<file path="src/rtl/fp32_norm_pkg.sv">
// fp32_norm_pkg: shared constants and the stage-1 bundle for the FP32 adder
// normalize/round stage (fp32_normalize_round, fp32_round_pack).
package fp32_norm_pkg;

  localparam logic [7:0] SHIFT_R1   = 8'h80;  // carry out: shift right by one
  localparam logic [7:0] SHIFT_ZERO = 8'h40;  // sum is exactly zero
  localparam int         MAX_LSHIFT = 47;
  localparam logic [7:0] EXP_MAX    = 8'hFF;
  localparam int         BIAS       = 127;

  // Normalized stage-1 result. e is signed and wide enough for exp-47 .. exp+2.
  // m holds the normalized sum with the hidden one at [47]; for inf/NaN inputs
  // it holds the raw mant_in so stage 2 can inspect the fraction.
  typedef struct packed {
    logic              valid;
    logic              sign;
    logic signed [9:0] e;
    logic [48:0]       m;
    logic              zero;
    logic              infnan;
    logic              err;
  } s1_t;

endpackage

</file>
<file path="src/rtl/fp32_round_pack.sv">
// fp32_round_pack: combinational stage-2 of fp32_normalize_round.
// Rounds the normalized significand, applies exponent overflow/underflow and
// special-case handling, and packs an IEEE-754 single.
//   s1_i   in   stage-1 bundle (registered by the parent)
//   data_o out  packed FP32 result
//   ovf_o  out  saturated to infinity
//   unf_o  out  flushed to zero
//   err_o  out  illegal shift code seen
// Macro FP32_NORM_RNE_EN: defined -> round-to-nearest-even, undefined -> truncate.
module fp32_round_pack
  import fp32_norm_pkg::*;
(
  input  s1_t         s1_i,
  output logic [31:0] data_o,
  output logic        ovf_o,
  output logic        unf_o,
  output logic        err_o
);

  logic [23:0]       sig;
  logic signed [9:0] e;

`ifdef FP32_NORM_RNE_EN
  logic        inc;
  logic [24:0] sig_inc;

  always_comb begin
    // G = m[23], R = m[22], S = |m[21:0]; m[24] is the significand LSB (ties to even)
    inc     = s1_i.m[23] & (s1_i.m[22] | (|s1_i.m[21:0]) | s1_i.m[24]);
    sig_inc = {1'b0, s1_i.m[47:24]} + {24'h0, inc};
    if (sig_inc[24]) begin
      sig = 24'h800000;
      e   = s1_i.e + 10'sd1;
    end else begin
      sig = sig_inc[23:0];
      e   = s1_i.e;
    end
  end

  // Carry position and stage valid are not needed once the bundle is registered.
  logic unused_bits;
  assign unused_bits = s1_i.m[48] ^ s1_i.valid;
`else
  assign sig = s1_i.m[47:24];
  assign e   = s1_i.e;

  // Guard/sticky bits are simply discarded when truncating.
  logic unused_bits;
  assign unused_bits = ^{s1_i.m[48], s1_i.m[23:0], s1_i.valid};
`endif

  always_comb begin
    data_o = {s1_i.sign, e[7:0], sig[22:0]};
    ovf_o  = 1'b0;
    unf_o  = 1'b0;
    err_o  = s1_i.err;
    if (s1_i.zero) begin
      data_o = {s1_i.sign, 31'h0};
    end else if (s1_i.infnan) begin
      // Any nonzero input fraction collapses to the canonical quiet NaN.
      data_o = {s1_i.sign, EXP_MAX, (|s1_i.m[46:24]) ? 23'h400000 : 23'h0};
    end else if (e >= 10'sd255) begin
      data_o = {s1_i.sign, EXP_MAX, 23'h0};
      ovf_o  = 1'b1;
    end else if (e <= 10'sd0) begin
      data_o = {s1_i.sign, 31'h0};
      unf_o  = 1'b1;
    end
  end

endmodule

</file>
<file path="src/rtl/fp32_normalize_round.sv">
// fp32_normalize_round: post-encoder stage of the FP32 adder. Normalizes the
// raw 49-bit sum by the leading-one shift code, rounds, handles exponent
// overflow/underflow and emits a packed FP32. Two-stage pipeline, 2-clk latency,
// no backpressure.
//   clk, rst    clock, asynchronous active-high reset
//   valid_in    input bundle valid
//   shift_code  8'h80 = right 1, 0..47 = left n, 8'h40 = zero sum
//   mant_in     raw mantissa sum [48]=carry [47]=hidden [46:24]=frac [23:0]=GRS
//   exp_in      biased exponent of the larger operand
//   sign_in     result sign
//   valid_out   out_data valid
//   out_data    packed FP32 result (holds while valid_out = 0)
//   ovf/unf/code_err  flags qualified by valid_out
// Macro FP32_NORM_RNE_EN selects round-to-nearest-even; otherwise truncation.
module fp32_normalize_round
  import fp32_norm_pkg::*;
#(
  parameter int MANT_W  = 49,
  parameter int EXP_W   = 8,
  parameter int SHIFT_W = 8
) (
  input  logic               clk,
  input  logic               rst,
  input  logic               valid_in,
  input  logic [SHIFT_W-1:0] shift_code,
  input  logic [MANT_W-1:0]  mant_in,
  input  logic [EXP_W-1:0]   exp_in,
  input  logic               sign_in,
  output logic               valid_out,
  output logic [31:0]        out_data,
  output logic               ovf,
  output logic               unf,
  output logic               code_err
);

  s1_t s1_d, s1_q;

  // Stage 1: normalize
  always_comb begin
    s1_d       = '0;
    s1_d.valid = valid_in;
    s1_d.sign  = sign_in;
    if (shift_code == SHIFT_R1) begin
      s1_d.m    = {1'b0, mant_in[48:1]};
      s1_d.m[0] = mant_in[1] | mant_in[0];  // shifted-out bit folds into sticky
      s1_d.e    = {2'b00, exp_in} + 10'd1;
    end else if (shift_code <= 8'(MAX_LSHIFT)) begin
      s1_d.m = mant_in << shift_code;
      s1_d.e = {2'b00, exp_in} - {2'b00, shift_code};
    end else if (shift_code == SHIFT_ZERO) begin
      s1_d.zero = 1'b1;
    end else begin
      s1_d.zero = 1'b1;
      s1_d.err  = 1'b1;
    end
    if (exp_in == EXP_MAX) begin
      s1_d.infnan = 1'b1;
      s1_d.m      = mant_in;
    end
  end

  always_ff @(posedge clk or posedge rst) begin
    if (rst) begin
      s1_q <= '0;
    end else begin
      s1_q.valid <= valid_in;
      if (valid_in) s1_q <= s1_d;
    end
  end

  // Stage 2: round / exceptions / pack
  logic [31:0] data_d;
  logic        ovf_d, unf_d, err_d;

  fp32_round_pack u_round_pack (
    .s1_i   (s1_q),
    .data_o (data_d),
    .ovf_o  (ovf_d),
    .unf_o  (unf_d),
    .err_o  (err_d)
  );

  logic        valid_q;
  logic [31:0] data_q;
  logic        ovf_q, unf_q, err_q;

  always_ff @(posedge clk or posedge rst) begin
    if (rst) begin
      valid_q <= 1'b0;
      data_q  <= '0;
      ovf_q   <= 1'b0;
      unf_q   <= 1'b0;
      err_q   <= 1'b0;
    end else begin
      valid_q <= s1_q.valid;
      if (s1_q.valid) begin
        data_q <= data_d;
        ovf_q  <= ovf_d;
        unf_q  <= unf_d;
        err_q  <= err_d;
      end
    end
  end

  assign valid_out = valid_q;
  assign out_data  = data_q;
  assign ovf       = ovf_q;
  assign unf       = unf_q;
  assign code_err  = err_q;

endmodule

</file>
<file path="config.mk">
export PLATFORM = sky130hd
export DESIGN_NAME = fp32_normalize_round
export DESIGN_NICKNAME = d
export VERILOG_FILES = /design/src/rtl/fp32_norm_pkg.sv /design/src/rtl/fp32_round_pack.sv /design/src/rtl/fp32_normalize_round.sv
export SDC_FILE = /design/constraint.sdc
export NUM_CORES = 1
export LEC_CHECK = 0
export BUFFER_PORTS_ARGS = -buffer_cell sky130_fd_sc_hd__buf_2
export CAP_MARGIN = 20
export CORE_MARGIN = 1.5
export CORE_UTILIZATION = 45
export CTS_BUF_LIST = sky130_fd_sc_hd__clkbuf_8
export CTS_CLUSTER_DIAMETER = 30
export CTS_CLUSTER_SIZE = 28
export DETAILED_ROUTE_END_ITERATION = 16
export GPL_TIMING_DRIVEN = 0
export PLACE_DENSITY_LB_ADDON = 0.3
export SLEW_MARGIN = 40
export SYNTH_ARGS = -nofsm -noshare
export SYNTH_HDL_FRONTEND = slang
export SYNTH_SLANG_ARGS = --single-unit
</file>
<file path="constraint.sdc">
create_clock -name clk -period 3.02 [get_ports clk]
set_input_delay 0.302 -clock clk [delete_from_list [all_inputs] [get_ports clk]]
set_output_delay 0.302 -clock clk [all_outputs]
set_load 0.01 [all_outputs]
</file>
==> impl_metrics.py, run 1 <==
metrics = {
    "routing": {
        "ant_nets": 0,
        "num_vias": 7067,
        "routedWlPerCell_um": 24.6,
        "detail_route.iter0.violations": 719,
        "drtPass1Iterations": 5,
        "drc": 0,
        "wirelength_mm": 26.1,
        "avgViaCountPerCell": 6.66,
    },
    "floorplanning": {
        "dieArea_sq_mm": 0.0156,
        "initial_utilization": 0.461,
        "die_y_um": 125,
        "rows": 44,
        "io_pins": 105,
        "dieWidth_um": 125,
        "core_sq_mm": 0.0145,
    },
    "finish": {
        "drive_above_1_share": 0.225,
        "final_nets": 951,
        "n_antenna_cell": 0,
        "syn_to_final_growth_pct": 14.5,
        "final_cell_mix": "buf_2 (113), dfrtp_1 (74), nor2_1 (62), nand2_1 (60), o21ai_0 (58)",
        "final_common_cell": "buf_2",
    },
    "critical_path": {
        "rr_worst_depth": 7,
        "crit_path_max_fanout": 10,
        "cp_top_family": "buffers and inverters",
        "path_cells": "buf_2, buf_2, inv_1, clkbuf_1, buf_2, ha_1, o21ai_0, a21boi_0, or4b_2, a21oi_1, o22a_1",
        "crit_top_cell": "buf_2",
        "startpoint_type": "input pin",
        "worstPathRequired_ns": 3.31,
        "worstPathArrival_ns": 3.26,
        "cp.depth": 11,
        "crit_slowest_cell": "or4b_2",
        "crit_start": "shift_code[3]",
        "r2r-start": "s1_q[59]",
        "r2r_end": "out_data[0]",
        "slowest_delay_ns": 0.64,
        "criticalPathCategory": "in2reg",
        "crit_buf_inv": 5,
        "cp-end-kind": "flop",
        "rrSetupSlack_ns": 0.63,
        "cp-endpoint": "s1_q[58]",
    },
    "timing": {
        "worst_slew_margin_rel": 0.420,
        "setup_slack_ns": 0.0581,
        "finalSetupViolCount": 0,
        "finalClockSkew_ns": 0.0102,
        "worstMarginPinSlew_ns": 0.862,
        "fin_crit_ns": 2.96,
        "hold_violations": 0,
        "rsz0062_at_grt": "no",
        "fin_setup_tns_ns": 0,
        "fin_crit_sh": 0.981,
        "drv_slew": 0,
        "fmax_ghz": 0.338,
        "timing.hold.ws_ns": 0.0842,
    },
    "clock_network": {
        "cts.root.buffer_cell": "clkbuf_8",
        "cts_tree": "yes",
        "htree_levels": 3,
        "post_cts_buffers": 0,
        "cts.path.max_buffers": 2,
        "cts_made_buffers": 9,
        "cts.reportedPaths.clkPinSlew_ns": 0.07,
        "cts_sinks": 74,
        "clk_latency_ns": 0.36,
    },
    "global_route": {
        "first_global_vias": 6751,
        "track_usage": 0.332,
        "grt_pass1_wl_mm": 40.4,
        "grt-ovfl-total": 0,
        "grt_max_degree": 39,
        "antenna_found_initial": 0,
    },
    "min_path": {
        "hold_path.class": "in2reg",
    },
    "yosys": {
        "synth_simple_gate_area_share": 0.160,
        "synth-edff-count": 0,
        "syn_area_per_cell_sq_um": 8.84,
        "synth_warnings": 0,
        "synthXorXnorAreaFrac": 0.0131,
        "synth_top_area_share": 0.276,
        "ys_top_cells_by_area": "dfrtp_1 (28%), mux4_2 (6.4%), mux2i_1 (5.7%)",
        "seq_area_frac_synth": 0.276,
        "synthCells": 758,
        "synth_cell_types": 83,
        "ys.flop_type": "dfrtp_1",
        "yosys.area.top_type": "dfrtp_1",
        "synth_compound_area_frac": 0.246,
        "synth_seq_cells": 74,
        "syn_area_sq_mm": 0.00670,
        "synth_top_family_by_area": "compound AO/OA/AOI/OAI gates",
        "synthAdderAreaFrac": 0.0198,
        "synth_mux_area_frac": 0.210,
        "syn_nets": 837,
        "asyncSetResetFlopFracSynth": 1.00,
    },
    "status": {
        "status": "finished clean",
    },
    "power": {
        "pwr_density_cell_mw_per_mm2": 379,
        "total_power_mw": 2.91,
        "irDropWorstVdd_uv": 204,
        "power.leakage_nw": 3.25,
    },
    "placed_design": {
        "pre_cts_ws_ns": -0.387,
        "port_buffers": 101,
        "routabilityCongestion": 1.06,
        "dp_hpwl_mm": 20.7,
    },
    "flow_run": {
        "cap_violations": 0,
    },
}
==> worst min path at each step <==
stage | startpoint | cells after the start | slack (ns) | end
6_report | valid_in | 1 | 0.08 | s1_q[63]
5_1_grt | valid_in | 1 | 0.08 | s1_q[63]
4_1_cts | valid_in | 1 | 0.06 | s1_q[63]
3_5_place_dp | rst | 2 | 0.31 | code_err
3_3_place_gp | s1_q[63] | 0 | 0.36 | valid_out
2_1_floorplan | valid_in | 0 | 0.33 | s1_q[63]
==> per-stage QoR <==
stage          cells  area (sq um)   util
6_report        1061          7670  0.528
5_1_grt         1061          7670  0.528
4_1_cts         1061          7670  0.528
3_5_place_dp    1044          7460  0.514
3_3_place_gp    1043          7440  0.512
2_1_floorplan    758          6700      -
==> power by group <==
group          switching [mW]  internal (mW)
clock                   0.357          0.417
sequential             0.0612           1.08
combinational           0.609          0.387
==> registers in the layout (all words and copies together) (netlist names) <==
name	flops
valid_out	1
ovf	1
out_data	32
code_err	1
s1_q	38
unf	1
==> layer usage <==
metal  part of all wire  vias up  track usage
li1                   -     3127            -
met1               0.42     3438        0.445
met2               0.45      426        0.534
met3              0.077       76       0.0385
met4              0.050        0        0.168
met5                  0        -            0
==> cell type report <==
class | count | area, sq um
Multi-Input combinational cell | 578 | 4350
Sequential cell | 74 | 1850
Inverter | 46 | 178
Timing Repair Buffer | 103 | 536
Clock inverter | 5 | 46.3
Buffer | 60 | 335
Fill cell | 1433 | 6860
Clock buffer | 11 | 151
Tap cell | 184 | 230
==> synthesized netlist by cell type (14+ instances only) <==
library cell / count
mux2i_1: 38
nand2_1: 60
nor2_1: 62
mux4_2: 19
o22ai_1: 23
dfrtp_1: 74
clkbuf_1: 38
o21ai_0: 58
inv_1: 44
mux2_2: 25
nand3_1: 14
a21oi_1: 44
==> cell families after synthesis <==
family / Yosys count
compound gates: 245
xor+xnor: 10
fa+ha+maj: 10
buf+inv: 106
flops: 74
mux: 95
simple gates: 218
==> timing repair <==
action / CTS / global route
hold endpoints to repair: 36 / 0
pin swaps: 0 / 0
resized for setup: 1 / 1
endpoints found under the setup margin: 1 / 1
hold buffers: 1 / 0
(Power assumes the default switching activity.)
==> run 2, diff against run 1 <==
Settings changed: CORE_MARGIN 1.5 to 2.
==> impl_metrics.py, run 2 (synthesis results as in run 1) <==
metrics = {
    "status": {
        "status": "complete, but fails checks",
        "violations": "setup timing",
    },
    "clock_network": {
        "htree_levels": 3,
        "clk_latency_ns": 0.36,
        "cts_tree": "yes",
        "cts.root.buffer_cell": "clkbuf_8",
        "cts.path.max_buffers": 2,
        "cts_made_buffers": 9,
        "cts.reportedPaths.clkPinSlew_ns": 0.07,
        "cts_sinks": 74,
    },
    "timing": {
        "fin_setup_tns_ns": -0.00666,
        "worst_slew_margin_rel": 0.378,
        "hold_violations": 0,
        "fmax_ghz": 0.330,
        "finalSetupViolCount": 1,
        "fin_crit_sh": 1.00,
        "fin_crit_ns": 3.03,
        "worstMarginPinSlew_ns": 0.919,
        "drv_slew": 0,
        "finalClockSkew_ns": 0.00757,
        "rsz0062_at_grt": "no",
        "setup_slack_ns": -0.00666,
    },
    "finish": {
        "n_antenna_cell": 0,
        "largest_reg_flops": 38,
        "final_cell_mix": "buf_2 (111), dfrtp_1 (74), nor2_1 (62), nand2_1 (60), o21ai_0 (58)",
        "syn_to_final_growth_pct": 14.4,
        "final_nets": 951,
        "final_common_cell": "buf_2",
        "top_register": "s1_q",
        "drive_above_1_share": 0.227,
    },
    "routing": {
        "drtPass1Iterations": 5,
        "ant_nets": 0,
        "drc": 0,
        "detail_route.iter0.violations": 700,
        "wirelength_mm": 26.4,
        "num_vias": 7025,
        "avgViaCountPerCell": 6.62,
        "routedWlPerCell_um": 24.9,
    },
    "power": {
        "total_power_mw": 2.84,
        "pwr_density_cell_mw_per_mm2": 370,
        "p_sw_mw": 1.02,
        "seq_power_share": 0.401,
        "p_int_mw": 1.82,
        "irDropWorstVdd_uv": 195,
        "power.leakage_nw": 3.24,
        "p_sw_frac": 0.359,
        "clkPwrFrac": 0.247,
        "power_frac_comb": 0.352,
    },
    "placed_design": {
        "routabilityCongestion": 1.03,
        "dp_hpwl_mm": 21.0,
        "port_buffers": 101,
    },
    "floorplanning": {
        "core_sq_mm": 0.0145,
        "dieArea_sq_mm": 0.0159,
        "io_pins": 105,
        "rows": 44,
        "dieWidth_um": 126,
        "die_y_um": 126,
        "initial_utilization": 0.461,
    },
    "critical_path": {
        "crit_path_max_fanout": 10,
        "startpoint_type": "input pin",
        "worstPathRequired_ns": 3.23,
        "criticalPathCategory": "in2reg",
        "worstPathArrival_ns": 3.23,
        "rrSetupSlack_ns": 0.58,
        "cp-end-kind": "flop",
    },
    "global_route": {
        "antenna_found_initial": 0,
        "grt_max_degree": 39,
        "grt-ovfl-total": 0,
        "first_global_vias": 6484,
        "grt_pass1_wl_mm": 39.8,
        "track_usage": 0.326,
    },
    "min_path": {
        "hold_path.class": "in2reg",
    },
    "flow_run": {
        "cap_violations": 0,
    },
}
## run 2: power groups by stage
stage                     clock [mW]  sequential (mW)  combinational, mW
after global routing           0.750             1.15               1.06
after detailed placement           0             1.16              0.967
after floorplan                    0             1.16              0.591
final                          0.702             1.14              0.998
after global placement             0             1.15              0.968
after CTS                      0.712             1.14              0.972
## run 2: layout make-up
class	instances	area, sq um
sequential	74	1850
buffer	60	338
clock buffer	12	165
tap	184	230
clock inverter	4	17.5
fill	1421	6870
inverter	46	178
timing repair buffer	103	536
multi-input combinational	578	4350
## run 2: final timing paths
path	start	end	depth (start not counted)
hold / removal	valid_in	s1_q[63]	1
min in group asynchronous	rst	out_data[27]	3
hold reg to reg	s1_q[63]	valid_out	0
setup / recovery	shift_code[0]	s1_q[47]	11
setup reg to reg	s1_q[58]	out_data[0]	7
max in group asynchronous	rst	s1_q[38]	4
## run 2: routing by layer
layer  GRT usage  wire length (um)  up-vias
li1            -                 -     3128
met1       0.442             11100     3385
met4       0.161              1250        0
met2       0.512             11900      432
met5           0                 0        -
met3      0.0497              2200       80
## run 2: worst max-delay path: stages
cell and delay, ns:
buf_2 0.10, buf_6 0.17, buf_12 0.17, buf_12 0.15, buf_6 0.20, mux2i_1 0.22
o22ai_1 0.16, o21ai_0 0.68, o22ai_1 0.29, a211oi_1 0.64, o22ai_1 0.14
## run 2: what timing repair did
action	in CTS	in global routing
setup buffers	0	0
hold buffers	1	0
hold endpoints to repair	36	0
gates resized for setup	0	3
endpoints found under the setup margin	0	1
## run 2: per-stage QoR
step                      setup slack (ns)  cell area, sq um   util  instances  hold slack, ns
after floorplan                      0.307              6700      -        758           0.333
after global placement              -0.390              7440  0.512       1043           0.354
after detailed placement            -0.314              7470  0.514       1044           0.310
after CTS                           0.0475              7660  0.527       1061          0.0657
after global routing               0.00639              7670  0.528       1061          0.0768
final                             -0.00666              7670  0.528       1061          0.0840
==> run 3, diff against run 2 <==
Clock period 3.02 ns to 3.4 ns, I/O delays scaled along.
==> impl_metrics.py, run 3 (synthesis results as in run 1) <==
metrics = {
    "clock_network": {
        "post_cts_resized": 0,
        "htree_levels": 3,
        "cts.root.buffer_cell": "clkbuf_8",
        "post_cts_buffers": 0,
        "cts_sinks": 74,
        "cts.reportedPaths.clkPinSlew_ns": 0.07,
        "clk_latency_ns": 0.36,
        "cts_tree": "yes",
        "cts.path.max_buffers": 2,
        "hold_buffers": 1,
        "cts_made_buffers": 9,
    },
    "critical_path": {
        "cp-end-kind": "flop",
        "worstPathRequired_ns": 3.69,
        "startpoint_type": "input pin",
        "criticalPathCategory": "in2reg",
        "worstPathArrival_ns": 3.39,
        "crit_path_max_fanout": 10,
    },
    "floorplanning": {
        "dieWidth_um": 126,
        "die_y_um": 126,
        "io_pins": 105,
        "rows": 44,
        "core_sq_mm": 0.0145,
        "initial_utilization": 0.461,
        "dieArea_sq_mm": 0.0159,
    },
    "routing": {
        "routedWlPerCell_um": 24.8,
        "drtPass1Iterations": 7,
        "ant_nets": 0,
        "num_vias": 6956,
        "detail_route.iter0.violations": 639,
        "wirelength_mm": 26.3,
        "avgViaCountPerCell": 6.56,
        "drc": 0,
    },
    "finish": {
        "final_common_cell": "buf_2",
        "layout.cells.non_filler": 1061,
        "syn_to_final_growth_pct": 14.3,
        "drive_above_1_share": 0.226,
        "n_antenna_cell": 0,
        "fin_area_sq_mm": 0.00766,
        "largest_reg_flops": 38,
        "top_register": "s1_q",
        "final_nets": 951,
        "final_cell_mix": "buf_2 (113), dfrtp_1 (74), nor2_1 (62), nand2_1 (60), o21ai_0 (58)",
    },
    "flow_run": {
        "cap_violations": 0,
    },
    "placed_design": {
        "port_buffers": 101,
        "dp_hpwl_mm": 21.0,
        "pre_cts_ws_ns": 0.0280,
        "dpl-instance-area_sq_mm": 0.00747,
        "dp_cells": 1044,
        "routabilityCongestion": 1.03,
    },
    "power": {
        "pwr_density_cell_mw_per_mm2": 328,
        "total_power_mw": 2.51,
        "power.leakage_nw": 3.24,
        "irDropWorstVdd_uv": 173,
        "p_sw_mw": 0.897,
        "p_sw_frac": 0.357,
        "power_frac_comb": 0.352,
        "clkPwrFrac": 0.246,
        "seq_power_share": 0.402,
        "p_int_mw": 1.62,
    },
    "timing": {
        "fin_crit_ns": 3.10,
        "drv_slew": 0,
        "fmax_ghz": 0.323,
        "worst_slew_margin_rel": 0.395,
        "rsz0062_at_grt": "no",
        "hold_violations": 0,
        "worstMarginPinSlew_ns": 0.893,
        "fin_setup_tns_ns": 0,
        "finalSetupViolCount": 0,
        "finalClockSkew_ns": 0.00636,
        "setup_slack_ns": 0.300,
        "fin_crit_sh": 0.912,
    },
    "global_route": {
        "grt-ovfl-total": 0,
        "antenna_found_initial": 0,
        "grt_max_degree": 39,
        "track_usage": 0.326,
        "first_global_vias": 6484,
        "grt_pass1_wl_mm": 39.8,
    },
    "status": {
        "status": "finished clean",
    },
    "min_path": {
        "hold_path.class": "in2reg",
    },
}
==> run 3: changes by cell type in the layout (fill, tap and decap cells not counted) <==
| cell | before | now |
|---|---|---|
| clkbuf_2 | 1 | 0 |
| clkbuf_4 | 3 | 1 |
| buf_1 | 1 | 2 |
| buf_2 | 111 | 113 |
==> run 3: path summary, 6_finish.rpt <==
path	slack, ns	start	cells past startpoint	endpoint
max	0.30	shift_code[3]	11	s1_q[58]
min	0.12	valid_in	1	s1_q[63]
max reg2reg	0.95	s1_q[58]	7	out_data[0]
min reg2reg	0.37	s1_q[63]	0	valid_out
max in group asynchronous	2.39	rst	4	s1_q[38]
min in group asynchronous	0.51	rst	3	out_data[27]
==> run 3: layout make-up <==
cell class	instances	area (sq um)
Fill cell	1416	6870
Multi-Input combinational cell	578	4350
Sequential cell	74	1850
Timing Repair Buffer	103	536
Buffer	60	332
Tap cell	184	230
Inverter	46	178
Clock buffer	12	165
Clock inverter	4	17.5
==> run 3: layer usage <==
metal	vias up	global-route usage	wire length, um
met1	3327	0.442	11100
met5	-	0	0
met4	0	0.161	1270
met3	83	0.0497	2110
li1	3126	-	-
met2	420	0.512	11800
==> run 3: critical path, stage by stage <==
cell	delay [ns]
buf_2	0.10
buf_2	0.18
inv_1	0.11
clkbuf_1	0.49
buf_1	0.54
ha_1	0.38
o21ai_0	0.12
a21boi_0	0.20
or4b_2	0.64
a21oi_1	0.14
o22a_1	0.15
==> run 3: power by group through the flow <==
stage	combinational, mW	sequential (mW)	clock [mW]
6_report	0.884	1.01	0.619
5_1_grt	0.942	1.02	0.666
4_1_cts	0.863	1.01	0.633
3_5_place_dp	0.859	1.03	0
3_3_place_gp	0.860	1.02	0
2_1_floorplan	0.525	1.03	0
==> run 3: metrics by stage <==
step	hold slack [ns]	utilization
2_1_floorplan	0.352	-
3_3_place_gp	0.354	0.512
3_5_place_dp	0.348	0.514
4_1_cts	0.104	0.527
5_1_grt	0.115	0.527
6_report	0.122	0.527
